<file path="src/rtl/ide_pio_seq_pkg.sv">
// ide_pkg: definitions shared by the IDE PIO sequencer and its users.
//  - ide_state_t : sequencer phase encoding (IDLE/SETUP/PULSE/HOLD/DONE)
//  - IDE_CS_IDLE : chip-select value with both selects deasserted
//  - REG_*       : task-file register addresses as {cs[1:0],da[2:0]}
//  - phase_len() : clamps a phase length parameter into the 4-bit counter range
package ide_pkg;

   typedef enum logic [2:0] {
      ST_IDLE,
      ST_SETUP,
      ST_PULSE,
      ST_HOLD,
      ST_DONE
   } ide_state_t;

   localparam logic [1:0] IDE_CS_IDLE = 2'b11;

   // Command block (CS0 asserted, cs=2'b10) and control block (CS1 asserted, cs=2'b01).
   localparam logic [4:0] REG_DATA    = 5'b10000;
   localparam logic [4:0] REG_ERROR   = 5'b10001;
   localparam logic [4:0] REG_SECCNT  = 5'b10010;
   localparam logic [4:0] REG_LBA0    = 5'b10011;
   localparam logic [4:0] REG_LBA1    = 5'b10100;
   localparam logic [4:0] REG_LBA2    = 5'b10101;
   localparam logic [4:0] REG_DRVHD   = 5'b10110;
   localparam logic [4:0] REG_CMD     = 5'b10111;
   localparam logic [4:0] REG_STATUS  = 5'b10111;
   localparam logic [4:0] REG_ALTSTAT = 5'b01110;

   // A zero-length phase would never see the counter reach 1, so it is stretched to one
   // cycle; lengths beyond the 4-bit counter saturate at 15.
   function automatic logic [3:0] phase_len(input int t);
      if (t < 1) return 4'd1;
      if (t > 15) return 4'd15;
      return t[3:0];
   endfunction

endpackage

</file>
<file path="src/rtl/ide_pio_seq_if.sv">
// ide_pio_seq_if: host-side request/response bundle of the IDE PIO sequencer.
//  req/we/addr/wdata : one-cycle request from the disk controller (master drives)
//  rdata/busy/done   : read data, in-progress flag, completion pulse (slave drives)
interface ide_pio_seq_if;
   logic        req;
   logic        we;
   logic [4:0]  addr;
   logic [15:0] wdata;
   logic [15:0] rdata;
   logic        busy;
   logic        done;

   modport master (output req, we, addr, wdata, input rdata, busy, done);
   modport slave  (input req, we, addr, wdata, output rdata, busy, done);
endinterface

</file>
<file path="src/rtl/ide_pio_seq_phase_ctr.sv">
// ide_phase_ctr: loadable 4-bit phase down-counter for the IDE PIO sequencer.
//  clk, srst         : clock, synchronous active-high reset
//  load, load_val    : start a phase of load_val cycles
//  last              : high during the final cycle of the current phase
//  With IDE_IORDY_EN an 8-bit wait counter is added:
//  wait_clr, wait_inc: clear / count one iordy extension cycle
//  wait_max          : extension cap (255 cycles) reached
module ide_phase_ctr (
   input  logic       clk,
   input  logic       srst,
   input  logic       load,
   input  logic [3:0] load_val,
   output logic       last
`ifdef IDE_IORDY_EN
   ,
   input  logic       wait_clr,
   input  logic       wait_inc,
   output logic       wait_max
`endif
);

   logic [3:0] cnt_reg;

   // The count parks at 1 so that 'last' stays asserted while a phase is extended.
   always_ff @(posedge clk) begin
      if (srst)
         cnt_reg <= 4'd1;
      else if (load)
         cnt_reg <= load_val;
      else if (cnt_reg > 4'd1)
         cnt_reg <= cnt_reg - 4'd1;
   end

   assign last = (cnt_reg == 4'd1);

`ifdef IDE_IORDY_EN
   logic [7:0] wait_reg;

   always_ff @(posedge clk) begin
      if (srst || wait_clr)
         wait_reg <= 8'd0;
      else if (wait_inc && (wait_reg != 8'hFF))
         wait_reg <= wait_reg + 8'd1;
   end

   assign wait_max = (wait_reg == 8'hFF);
`endif

endmodule

</file>
<file path="src/rtl/ide_pio_seq.sv">
// ide_pio_seq: host-side IDE/ATA PIO bus sequencer.
// Turns a one-cycle register read/write request into timed cs/da/dior/diow strobes and
// the 16-bit data bus, one transaction at a time, with all pin outputs registered.
//  clk, reset     : system clock, synchronous active-high reset
//  host (slave)   : req/we/addr/wdata in, rdata/busy/done out
//  ide_data_in    : data bus as seen on the pins
//  ide_data_out/oe: data bus drive value and enable
//  ide_dior/diow  : read/write strobes, active low
//  ide_cs/ide_da  : chip selects and register address
//  ide_iordy      : device ready, only when IDE_IORDY_EN is defined
// Optional feature: IDE_IORDY_EN stretches the strobe while iordy is low (max 255 cycles).
module ide_pio_seq
   import ide_pkg::*;
#(
   parameter int T_SETUP = 4,
   parameter int T_PULSE = 9,
   parameter int T_HOLD  = 2
) (
   input  logic          clk,
   input  logic          reset,
   ide_pio_seq_if.slave  host,
   input  logic [15:0]   ide_data_in,
   output logic [15:0]   ide_data_out,
   output logic          ide_data_oe,
   output logic          ide_dior,
   output logic          ide_diow,
   output logic [1:0]    ide_cs,
   output logic [2:0]    ide_da
`ifdef IDE_IORDY_EN
   ,
   input  logic          ide_iordy
`endif
);

   localparam logic [3:0] LEN_SETUP = phase_len(T_SETUP);
   localparam logic [3:0] LEN_PULSE = phase_len(T_PULSE);
   localparam logic [3:0] LEN_HOLD  = phase_len(T_HOLD);

   ide_state_t state_reg;
   logic       we_reg;
   logic       ctr_load;
   logic [3:0] ctr_val;
   logic       ctr_last;
   logic       pulse_end;

`ifdef IDE_IORDY_EN
   logic wait_max;
   logic wait_inc;
   logic wait_clr;

   // After the minimum pulse, hold the strobe while the device is not ready, up to the cap.
   assign pulse_end = ctr_last & (ide_iordy | wait_max);
   assign wait_inc  = (state_reg == ST_PULSE) & ctr_last & ~ide_iordy;
   assign wait_clr  = (state_reg != ST_PULSE);
`else
   assign pulse_end = ctr_last;
`endif

   ide_phase_ctr u_ctr (
      .clk      (clk),
      .srst     (reset),
      .load     (ctr_load),
      .load_val (ctr_val),
      .last     (ctr_last)
`ifdef IDE_IORDY_EN
      ,
      .wait_clr (wait_clr),
      .wait_inc (wait_inc),
      .wait_max (wait_max)
`endif
   );

   // The counter is reloaded on the same edge that moves the FSM into the next phase.
   always_comb begin
      ctr_load = 1'b0;
      ctr_val  = LEN_SETUP;
      case (state_reg)
         ST_IDLE:  ctr_load = host.req;
         ST_SETUP: begin
            ctr_load = ctr_last;
            ctr_val  = LEN_PULSE;
         end
         ST_PULSE: begin
            ctr_load = pulse_end;
            ctr_val  = LEN_HOLD;
         end
         default:  ctr_load = 1'b0;
      endcase
   end

   always_ff @(posedge clk) begin
      if (reset) begin
         state_reg    <= ST_IDLE;
         we_reg       <= 1'b0;
         ide_dior     <= 1'b1;
         ide_diow     <= 1'b1;
         ide_data_oe  <= 1'b0;
         ide_data_out <= 16'h0000;
         ide_cs       <= IDE_CS_IDLE;
         ide_da       <= 3'd0;
         host.busy    <= 1'b0;
         host.done    <= 1'b0;
         host.rdata   <= 16'h0000;
      end else begin
         host.done <= 1'b0;
         case (state_reg)
            ST_IDLE: begin
               if (host.req) begin
                  state_reg <= ST_SETUP;
                  we_reg    <= host.we;
                  ide_cs    <= host.addr[4:3];
                  ide_da    <= host.addr[2:0];
                  host.busy <= 1'b1;
                  if (host.we) begin
                     ide_data_oe  <= 1'b1;
                     ide_data_out <= host.wdata;
                  end
               end
            end
            ST_SETUP: begin
               if (ctr_last) begin
                  state_reg <= ST_PULSE;
                  if (we_reg)
                     ide_diow <= 1'b0;
                  else
                     ide_dior <= 1'b0;
               end
            end
            ST_PULSE: begin
               // Read data is captured on the same edge that releases the strobe.
               if (pulse_end) begin
                  state_reg <= ST_HOLD;
                  ide_dior  <= 1'b1;
                  ide_diow  <= 1'b1;
                  if (!we_reg)
                     host.rdata <= ide_data_in;
               end
            end
            ST_HOLD: begin
               if (ctr_last) begin
                  state_reg   <= ST_DONE;
                  ide_data_oe <= 1'b0;
                  ide_cs      <= IDE_CS_IDLE;
                  host.busy   <= 1'b0;
                  host.done   <= 1'b1;
               end
            end
            ST_DONE:  state_reg <= ST_IDLE;
            default:  state_reg <= ST_IDLE;
         endcase
      end
   end

endmodule

</file>
<file path="src/flat_wrapper.sv">
// flat-port wrapper written by rule: the top's interface ports become plain ports
module ide_pio_seq_flat import ide_pkg::*;
#(
   parameter int T_SETUP = 4,
   parameter int T_PULSE = 9,
   parameter int T_HOLD  = 2
)
  (clk, reset, ide_data_in, ide_data_out, ide_data_oe, ide_dior, ide_diow, ide_cs, ide_da, host_req, host_we, host_addr, host_wdata, host_rdata, host_busy, host_done);
  ide_pio_seq_if host_i ();
  input  logic clk;
  input  logic reset;
  input  logic [15:0] ide_data_in;
  output logic [15:0] ide_data_out;
  output logic ide_data_oe;
  output logic ide_dior;
  output logic ide_diow;
  output logic [1:0] ide_cs;
  output logic [2:0] ide_da;
  input wire logic [$bits(host_i.req)-1:0] host_req;
  input wire logic [$bits(host_i.we)-1:0] host_we;
  input wire logic [$bits(host_i.addr)-1:0] host_addr;
  input wire logic [$bits(host_i.wdata)-1:0] host_wdata;
  output wire logic [$bits(host_i.rdata)-1:0] host_rdata;
  output wire logic [$bits(host_i.busy)-1:0] host_busy;
  output wire logic [$bits(host_i.done)-1:0] host_done;
  assign host_i.req = host_req;
  assign host_i.we = host_we;
  assign host_i.addr = host_addr;
  assign host_i.wdata = host_wdata;
  assign host_rdata = host_i.rdata;
  assign host_busy = host_i.busy;
  assign host_done = host_i.done;
  ide_pio_seq #(.T_SETUP(T_SETUP), .T_PULSE(T_PULSE), .T_HOLD(T_HOLD)) u_core (.clk(clk), .reset(reset), .host(host_i), .ide_data_in(ide_data_in), .ide_data_out(ide_data_out), .ide_data_oe(ide_data_oe), .ide_dior(ide_dior), .ide_diow(ide_diow), .ide_cs(ide_cs), .ide_da(ide_da));
endmodule
</file>
<file path="config.mk">
export PLATFORM = sky130hd
export DESIGN_NAME = ide_pio_seq_flat
export DESIGN_NICKNAME = d
export VERILOG_FILES = /design/src/rtl/ide_pio_seq_pkg.sv /design/src/rtl/ide_pio_seq_if.sv /design/src/rtl/ide_pio_seq_phase_ctr.sv /design/src/rtl/ide_pio_seq.sv /design/src/flat_wrapper.sv
export SDC_FILE = /design/constraint.sdc
export NUM_CORES = 1
export LEC_CHECK = 0
export BUFFER_PORTS_ARGS = -buffer_cell sky130_fd_sc_hd__buf_2
export CORE_UTILIZATION = 50
export DETAILED_ROUTE_END_ITERATION = 12
export HOLD_SLACK_MARGIN = 0.15
export PLACE_DENSITY = 0.81
export SLEW_MARGIN = 10
export SYNTH_ARGS = -nofsm -noshare
export SYNTH_HDL_FRONTEND = slang
export SYNTH_SLANG_ARGS = --single-unit
export TNS_END_PERCENT = 50
</file>
<file path="constraint.sdc">
create_clock -name clk -period 4.19 [get_ports clk]
set_input_delay 0.838 -clock clk [delete_from_list [all_inputs] [get_ports clk]]
set_output_delay 0.838 -clock clk [all_outputs]
set_load 0.05 [all_outputs]
</file>
==> results_dict.tcl <==
set metrics [dict create \
    crit_fanout 16 \
    hold_viol 0 \
    worst_ep_arrival_time_ns 2.24 \
    synth_cell_type_count 33 \
    antenna_found_initial 0 \
    wl_per_cell_um 11.46 \
    area_growth_pct 24.43 \
    yosys.area.top_type "dfxtp_1" \
    hold_depth 2 \
    io_buffers 82 \
    ys_seq_area_share_pct 51.02 \
    die_area_um2 4178 \
    relSlewSlack_pct 43.71 \
    clkSinkCount 50 \
    synth_top_area_share_pct 51.02 \
    fin_crit_ns 2.093 \
    avgSynthCellArea_um2 8.313 \
    synth_edf_count 0 \
    io_pins 83 \
    async_reset_ff_share_pct 0 \
    power.leakage_nw 1.112 \
    drc 0 \
    finalClockSkew_ns 0.008997 \
    viasPerCell 4.994 \
    reg2reg_depth 5 \
    switching_share_pct 37.91 \
    fin_nets 354 \
    cp.required_ns 4.34 \
    globalplace.congestion 0.8595 \
    cts_buffers 5 \
    dr.first_iter.drc_count 99 \
    tightest_slew_ns 0.8444 \
    cts_tree "done" \
    outcome "finished, final reports clean" \
    root_buffer "clkbuf_8" \
    dr.pass1.iters 4 \
    synthCells 236 \
    critPathLaunch "u_core.u_ctr.cnt_reg[0]" \
    ctsResizeCount 0 \
    hold_path.startpoint "u_core.ide_data_out[11]" \
    setup_viol 0 \
    yosys_warnings 0 \
    final_antenna_net_count 0 \
    timing.rr.start "u_core.u_ctr.cnt_reg[0]" \
    track_usage_pct 20.87 \
    rsz0062_at_grt "false" \
    critical_path_class "register to register" \
    timing.fmax_mhz 477.8 \
    place_ws_ns 1.910 \
    mostFrequentLayoutCells "buf_2 (82), nand2_1 (73), dfxtp_1 (50)" \
    core_um2 3716 \
    overflow 0 \
    power.share.sequential_pct 42.3 \
    routed_wl_mm 4.115 \
    via_count 1793 \
    ys.flop_type "dfxtp_1" \
    grt_pass1_vias 1593 \
    yosys-top-cells-area "dfxtp_1 (51%), nand2_1 (14%), a21oi_1 (9.9%), nor2_1 (2.5%), nor4b_4 (2.4%)" \
    dieHeight_um 64.64 \
    setup_slack_ns 2.097 \
    holdBufCountCts 0 \
    syn-num-nets 279 \
    hold_path_class "register to register" \
    final.setup.tns_ns 0 \
    p_int_mw 0.8914 \
    ir_worst_vdd_v 0.0003606 \
    cts-htree-levels 2 \
    antenna_cells 0 \
    power.share.clock_pct 23.8 \
    path_clk_slew_ns 0.09 \
    cts_setup_buffers 0 \
    grt_max_degree 50 \
    num_rows 22 \
    clock_latency_ns 0.30 \
    ys_ff_latch 50 \
    fp.dieW_um 64.64 \
    worst_setup_path_start_kind "register" \
    start_util_pct 52.79 \
    p_switching_mw 0.5442 \
    p_comb_share_pct 33.9 \
    drv_slew 0 \
    syn_area_um2 1962 \
    powerDensity_nw_per_um2 588.1 \
    grt_pass1_wl_mm 6.755 \
    clk_path_buf_depth 2 \
    drive_gt1_share_pct 30.55 \
    critical_path.endpoint_type "register" \
    fin_crit_sh_pct 49.95 \
    drv_cap 0 \
    hpwl_mm 2.854 \
    final_common_cell "buf_2" \
]
==> stage by stage <==
stage	cells	total power [mW]	hold WS (ns)	util (%)	instance area, um2
floorplan	236	1.014	0.4630	-	1962
global placement	352	1.098	0.4387	62.66	2328
detailed placement	352	1.105	0.4434	62.66	2328
CTS	359	1.446	0.4555	65.69	2441
global route	359	1.532	0.4747	65.69	2441
finish	359	1.436	0.4554	65.69	2441
==> worst paths after layout <==
kind / endpoint / slack (ns)
setup / recovery: u_core.host.rdata[7] / 2.10
hold reg to reg: u_core.ide_data_out[11] / 0.46
hold / removal: u_core.ide_data_out[11] / 0.46
setup reg to reg: u_core.host.rdata[7] / 2.10
==> power by group through the flow <==
stage	sequential [mW]	clock (mW)	combinational [mW]
after CTS	0.607	0.349	0.491
after global routing	0.619	0.372	0.540
after detailed placement	0.617	0	0.488
after global placement	0.615	0	0.483
final	0.607	0.342	0.487
after floorplan	0.741	0	0.273
==> final cells by class <==
type,instances,area (um2)
clock buffers,6,82.58
clock inverters,1,30.03
inverters,5,18.77
repair buffers,82,410.4
multi-input cells,167,838.3
fillers,352,1275
well taps,48,60.06
flip-flops and latches,50,1001
==> synthesized netlist by cell type, types with 2 or more instances <==
library cell   n
a21oi_1       39
a31oi_1        2
and3_2         2
buf_6          4
clkbuf_1       7
dfxtp_1       50
ha_1           2
inv_1          5
nand2_1       73
nand3_1        4
nor2_1        13
nor3_1         7
nor4_1         2
nor4b_4        2
o21ai_0        4
o21bai_1       2
xnor2_1        2
==> worst max-delay path, stage by stage (launching register included) <==
cell and delay [ns]:
dfxtp_1 0.40, ha_1 0.27, nor4b_4 0.41, nand3_1 0.55, nand2_1 0.23, a21oi_1 0.08
==> routing by layer <==
layer / GRT usage [%] / part of all wire [%] / vias to the layer above
met3: 7.218 / 6.3 / 7
met5: 0 / 0 / -
li1: - / - / 925
met2: 36.18 / 48 / 49
met1: 23.87 / 45 / 812
met4: 6.667 / 1.4 / 0
==> logic make-up after synthesis <==
family / Yosys count / synth area share, %
AO/OA/AOI/OAI: 51 / 14.09
XOR/XNOR: 3 / 1.340
adder cells (fa/ha/maj): 2 / 1.275
buffers and inverters: 19 / 6.250
flip-flops: 50 / 51.02
multiplexers: 1 / 0.5102
AND/OR/NAND/NOR: 110 / 25.51
(Power assumes the default switching activity.)
